--- config.mk ---
export PLATFORM = sky130hd
export DESIGN_NAME = spi_reg_master
export DESIGN_NICKNAME = d
export VERILOG_FILES = /design/src/rtl/spi_reg_master.sv
export SDC_FILE = /design/constraint.sdc
export NUM_CORES = 1
export LEC_CHECK = 0
export ABC_AREA = 1
export CORE_MARGIN = 2
export CORE_UTILIZATION = 51
export CTS_CLUSTER_SIZE = 40
export DETAILED_ROUTE_END_ITERATION = 10
export HOLD_SLACK_MARGIN = 0.1
export PLACE_DENSITY = 0.84
export SYNTH_ARGS = -nofsm -noshare
export SYNTH_HDL_FRONTEND = slang
export SYNTH_SLANG_ARGS = --single-unit
--- constraint.sdc ---
create_clock -name clk -period 2 [get_ports clk]
set_clock_uncertainty 0.2 [all_clocks]
set_input_delay 0.3 -clock clk [delete_from_list [all_inputs] [get_ports clk]]
set_output_delay 0.3 -clock clk [all_outputs]
set_load 0.02 [all_outputs]
--- src/rtl/spi_reg_master.sv ---
// spi_reg_master
// SPI master with a request arbiter for the register-slave bus. NREQ on-chip
// requesters share one SPI link. Each grant runs one transaction: an 8-bit
// command byte {r_w, adr[6:0]} followed by NBIT data bits, MSB first.
//
// Optional feature macro: SPI_MASTER_RR_EN
//   defined   : round-robin arbitration; the search starts after the last grant
//   undefined : fixed priority; the lowest index wins
//
// Ports
//   clk    in   system clock
//   rst    in   synchronous active-high reset
//   req    in   [NREQ]       level request per requester, held until its ack
//   rw     in   [NREQ]       direction per requester (1 = write, 0 = read)
//   adr    in   [7*NREQ]     register address, requester i at [7i+6:7i]
//   wdata  in   [NBIT*NREQ]  write data, requester i at [NBIT*i +: NBIT]
//   ack    out  [NREQ]       one-cycle completion pulse to the granted requester
//   rdata  out  [NBIT]       read data, updated in the ack cycle of reads
//   busy   out  high from grant until the end of the inter-transaction gap
//   cs     out  chip select, active low
//   sclk   out  serial clock, idle low
//   mosi   out  master data out
//   miso   in   slave data in (wired bus)
//
// state  | meaning
// IDLE   | cs high, waiting for any req
// SETUP  | cs low, command MSB on mosi, HALF cycles before the first sclk rise
// SHIFT  | 8+NBIT sclk periods (HALF high, HALF low)
// HOLD   | sclk low for HALF cycles after the last fall, then ack
// GAP    | cs high for CS_GAP cycles before returning to IDLE

module spi_reg_master #(
  parameter int NBIT   = 8,
  parameter int NREQ   = 2,
  parameter int HALF   = 4,
  parameter int CS_GAP = 8
) (
  input  logic                 clk,
  input  logic                 rst,
  input  logic [NREQ-1:0]      req,
  input  logic [NREQ-1:0]      rw,
  input  logic [7*NREQ-1:0]    adr,
  input  logic [NBIT*NREQ-1:0] wdata,
  output logic [NREQ-1:0]      ack,
  output logic [NBIT-1:0]      rdata,
  output logic                 busy,
  output logic                 cs,
  output logic                 sclk,
  output logic                 mosi,
  input  logic                 miso
);

  localparam int W    = 8 + NBIT;
  localparam int IW   = (NREQ > 1) ? $clog2(NREQ) : 1;
  localparam int CMAX = (HALF > CS_GAP) ? HALF : CS_GAP;
  localparam int CW   = $clog2(CMAX);
  localparam int BW   = $clog2(W);

  localparam logic [2:0] ST_IDLE  = 3'd0;
  localparam logic [2:0] ST_SETUP = 3'd1;
  localparam logic [2:0] ST_SHIFT = 3'd2;
  localparam logic [2:0] ST_HOLD  = 3'd3;
  localparam logic [2:0] ST_GAP   = 3'd4;

  logic [2:0]      state;
  logic [CW-1:0]   cnt;
  logic [BW-1:0]   bit_cnt;
  // Bits still to be presented on mosi; the current bit lives in mosi itself.
  logic [W-2:0]    tx_sh;
  logic [NBIT-1:0] rx_sh;
  logic [IW-1:0]   win_q;
  logic            rw_q;

  logic [IW-1:0]   win;
  logic            found;
  logic            sel_rw;
  logic [6:0]      sel_adr;
  logic [NBIT-1:0] sel_wdata;

`ifdef SPI_MASTER_RR_EN
  logic [IW-1:0]   ptr;
`endif

  // Arbiter: scan NREQ candidates, starting after the last grant when
  // round-robin is enabled, otherwise from index 0.
  always_comb begin
    int idx;
    idx   = 0;
    win   = '0;
    found = 1'b0;
    for (int k = 0; k < NREQ; k++) begin
`ifdef SPI_MASTER_RR_EN
      idx = (int'(ptr) + 1 + k) % NREQ;
`else
      idx = k;
`endif
      if (!found && ((req & (NREQ'(1) << idx)) != '0)) begin
        found = 1'b1;
        win   = IW'(idx);
      end
    end
  end

  always_comb begin
    sel_rw    = 1'b0;
    sel_adr   = '0;
    sel_wdata = '0;
    for (int i = 0; i < NREQ; i++) begin
      if (win == IW'(i)) begin
        sel_rw    = rw[i];
        sel_adr   = adr[7*i +: 7];
        sel_wdata = wdata[NBIT*i +: NBIT];
      end
    end
  end

  always_ff @(posedge clk) begin
    if (rst) begin
      state   <= ST_IDLE;
      cs      <= 1'b1;
      sclk    <= 1'b0;
      mosi    <= 1'b0;
      ack     <= '0;
      rdata   <= '0;
      busy    <= 1'b0;
      cnt     <= '0;
      bit_cnt <= '0;
      tx_sh   <= '0;
      rx_sh   <= '0;
      win_q   <= '0;
      rw_q    <= 1'b0;
`ifdef SPI_MASTER_RR_EN
      ptr     <= IW'(NREQ - 1);
`endif
    end else begin
      ack <= '0;
      case (state)
        ST_IDLE: begin
          if (found) begin
            state <= ST_SETUP;
            busy  <= 1'b1;
            cs    <= 1'b0;
            cnt   <= CW'(HALF - 1);
            win_q <= win;
            rw_q  <= sel_rw;
            mosi  <= sel_rw;
            // Reads shift zeros during the data phase.
            tx_sh <= {sel_adr, {NBIT{sel_rw}} & sel_wdata};
`ifdef SPI_MASTER_RR_EN
            ptr   <= win;
`endif
          end
        end

        ST_SETUP: begin
          if (cnt == '0) begin
            state   <= ST_SHIFT;
            sclk    <= 1'b1;
            rx_sh   <= {rx_sh[NBIT-2:0], miso};
            bit_cnt <= BW'(W - 1);
            cnt     <= CW'(HALF - 1);
          end else begin
            cnt <= cnt - 1'b1;
          end
        end

        ST_SHIFT: begin
          if (cnt != '0) begin
            cnt <= cnt - 1'b1;
          end else if (sclk) begin
            sclk  <= 1'b0;
            mosi  <= tx_sh[W-2];
            tx_sh <= {tx_sh[W-3:0], 1'b0};
            cnt   <= CW'(HALF - 1);
          end else if (bit_cnt == '0) begin
            state <= ST_HOLD;
            cnt   <= CW'(HALF - 1);
          end else begin
            // miso is captured on every rise; the command-phase bits fall off
            // the top, leaving exactly the NBIT data bits.
            sclk    <= 1'b1;
            rx_sh   <= {rx_sh[NBIT-2:0], miso};
            bit_cnt <= bit_cnt - 1'b1;
            cnt     <= CW'(HALF - 1);
          end
        end

        ST_HOLD: begin
          if (cnt == '0) begin
            state <= ST_GAP;
            cs    <= 1'b1;
            mosi  <= 1'b0;
            ack   <= NREQ'(1) << win_q;
            if (!rw_q) rdata <= rx_sh;
            cnt   <= CW'(CS_GAP - 1);
          end else begin
            cnt <= cnt - 1'b1;
          end
        end

        ST_GAP: begin
          if (cnt == '0) begin
            state <= ST_IDLE;
            busy  <= 1'b0;
          end else begin
            cnt <= cnt - 1'b1;
          end
        end

        default: state <= ST_IDLE;
      endcase
    end
  end

endmodule
==> metrics.txt, run 1 <==
status complete, no violations; Tcrit/Tclk final 0.9246; Ant. Diodes 0; register area 982.2 um2; clk sink count 49; Starting DRT DRC Count 100; sequential area share after synthesis 0.3992; Post-CTS Hold Buffers 0; cts bufs inserted 5; Top-Level Pins 51; Pre-antenna DRT Iters 4; # rows 25; overall die area 5390 um2; WHS Endpoint ack[0]$_SDFF_PP0_; Post-Synth XOR/XNOR Area 0; internal reg-to-reg setup slack 0.15 ns; gr busiest metal met2; share of cells above drive strength 1 0.1098; Pleak 0.001342 uW; mux contribution to synthesized area 0; wire per inst 11.79 um; clk_lat worst skew 0.29 ns; Synth area leaders dfxtp_1, nand2_1, nor2_1, o21ai_1, o21ai_0; Tmin final 1.849 ns; Syn. warnings 0; Setup Buffers After CTS 0; Crit path required time 1.99 ns; pins over their slew limit 0; met1 usage 0.2869; Mean Syn Cell Area 6.826 um2; R2R Path Start cnt[0]$_SDFFE_PP0P_; VDD IR-drop max 645.6 uV; Area growth syn-to-layout 25.71%; final hold viol count 0; setup TNS 0 ns; total global-route track usage 0.2159; vias in the first global route 2183; clock root buffer clkbuf_8; CTS tree built; mapped cell area 2457 um2; initial antenna violation count 0; synth unique cells 31; CP Capture Type flop; fin util 0.6584; worst endpoint data arrival time 1.84 ns; hold_sp win_q$_SDFFE_PP0P_; Hold Path Depth 1; Initial Utilization 0.5237; die width 73.42 um; grt ovf 0; Worst setup SP type flop; layout net count 451; GP Congestion 0.8564; Multi-input gate area 1319 um2; vias per inst 5.140; Routed Antenna Nets 0; Slew headroom 0.5930; number of max-cap violations 0; unrepaired setup endpoints after global routing false; largest family of logic cells by synthesized area simple AND/OR/NAND/NOR gates; final WL 5472 um; final setup fails 0; top fanout value on the critical path 9; via count 2385; Seq cells post-synth 49; Achievable Freq 0.5408 GHz; Resize count post-CTS 0; syn_nets 400; hpwl dp 3881 um; Hold/Removal Path Class reg -> reg; # DRC 0; pwr dens 1308 nW/um2; post-synthesis adder-cell area fraction 0.01527; compound-cell area share of the yosys netlist 0.1482; Die Height 73.42 um; Synth Instances 360; M3 GR Usage 0.03841; post-synth top area cell dfxtp_1; clock-pin slew on the worst setup and hold paths 0.08 ns; CTS Buffer Depth 2; worst setup path class reg -> reg; Port Buffers 50; pin count of the biggest net entering global routing 40; worst slew pin tran 0.6064 ns; met2 Use GR 0.3463; area share of the largest cell type after synthesis 0.3992; # H-tree levels 2; FILL cells 424; first-pass GRT wire length 9280 um; Synth Area in Simple Gates 0.3666; core area 4692 um2; Worst Reg-to-Reg Cells 9; reg2reg end rdata[6]$_SDFFE_PP0P_
cell families (layout without fill, tap and decap cells):
logic type | Yosys count | count (layout)
buf+inv | 35 | 84
fa+ha+maj | 3 | 3
compound gates | 68 | 68
simple gates | 205 | 206
flops | 49 | 49
Yosys cell counts (all sizes together):
cell and count:
o21bai 2, nand3 14, a31oi 7, a22oi 1, nor3b 1, ha 3, nor2 87, nand2 95
or2 2, clkbuf 6, dfxtp 49, o21ai 41, nor3 4, inv 19, nand3b 1, clkinv 2
buf 8, nand4 1, a21oi 17
stage by stage:
stage / hold slack (ns) / std cells / worst slack (ns) / total power, uW / instance area [um2]
after detailed placement: 0.2452 / 457 / 0.04249 / 3455 / 2997
after global placement: 0.2330 / 457 / 0.09367 / 3387 / 2997
after global routing: 0.2846 / 464 / 0.01474 / 4409 / 3089
after floorplan: 0.2168 / 360 / 0.3671 / 3091 / 2457
final: 0.2600 / 464 / 0.1509 / 4040 / 3089
after CTS: 0.2606 / 463 / 0.08642 / 4008 / 3070
critical path, stage by stage, from the launching register on:
cell     delay (ns)
dfxtp_1        0.33
inv_1          0.08
ha_1           0.18
inv_1          0.04
nor2_1         0.19
nand2_2        0.17
nor2_4         0.23
inv_2          0.13
nor2_1         0.13
nor2_1         0.06
cell type report:
cell class              instances  area share
flip-flops and latches         49      0.3179
well taps                      54     0.02187
inverters                      21     0.02633
multi-input cells             277      0.4269
repair buffers                 57      0.1831
clock buffers                   5     0.02228
clock inverters                 1    0.001620
registers in the layout (all words and copies together), names as in the netlist, 2 cells and up:
signal	count
ack	2
bit_cnt	4
cnt	3
rdata	8
rx_sh	8
state	3
tx_sh	15
placed cells by master, fill, tap and decap left out:
cell type        instances
nor2_4                   4
inv_1                   14
nor3b_1                  1
clkinv_2                 1
nor2_8                   1
nor2_1                  81
nand2_2                 10
o21bai_1                 2
dfxtp_1                 48
clkdlybuf4s50_1         50
buf_4                    6
a21oi_2                  2
a21oi_1                 15
nand3_4                  1
clkbuf_8                 5
ha_1                     3
buf_12                   1
or2_2                    2
nor3_1                   4
nand3b_1                 1
nor2_2                   2
inv_2                    5
nand3_1                 11
o21ai_1                 22
o21ai_0                 19
a31oi_1                  7
inv_4                    1
nand2_4                  1
nand2_1                 84
clkinv_1                 1
nand3_2                  2
nand4_1                  1
a22oi_1                  1
dfxtp_2                  1
per-layer routing:
metal | share of wire | vias up
met3 | 0.033 | 16
met5 | 0 | -
met1 | 0.48 | 1050
met2 | 0.46 | 60
li1 | - | 1259
met4 | 0.025 | 0
report_power, final:
group / switching (uW) / total (uW) / internal [uW]
logic: 1210 / 1960 / 747
registers: 234 / 1560 / 1330
clock network: 295 / 525 / 230
total: 1740 / 4040 / 2300
worst max path at each step:
| stage | start | to | cells past startpoint |
|---|---|---|---|
| 3_3_place_gp | req[1] | tx_sh[14]$_SDFFE_PP0P_ | 8 |
| 2_1_floorplan | cnt[0]$_SDFFE_PP0P_ | tx_sh[0]$_SDFFE_PP0P_ | 9 |
| 4_1_cts | cnt[0]$_SDFFE_PP0P_ | tx_sh[14]$_SDFFE_PP0P_ | 9 |
| 5_1_grt | cnt[0]$_SDFFE_PP0P_ | rdata[5]$_SDFFE_PP0P_ | 9 |
| 3_5_place_dp | req[1] | tx_sh[14]$_SDFFE_PP0P_ | 8 |
| 6_report | cnt[0]$_SDFFE_PP0P_ | rdata[6]$_SDFFE_PP0P_ | 9 |
Note: power is estimated with default switching activity, not from simulation.
==> run 2, diff against run 1 <==
- GPL_ROUTABILITY_DRIVEN: default -> 0
==> results of run 2 <==
No change in the layout: final DEF, timing and power equal those of run 1.
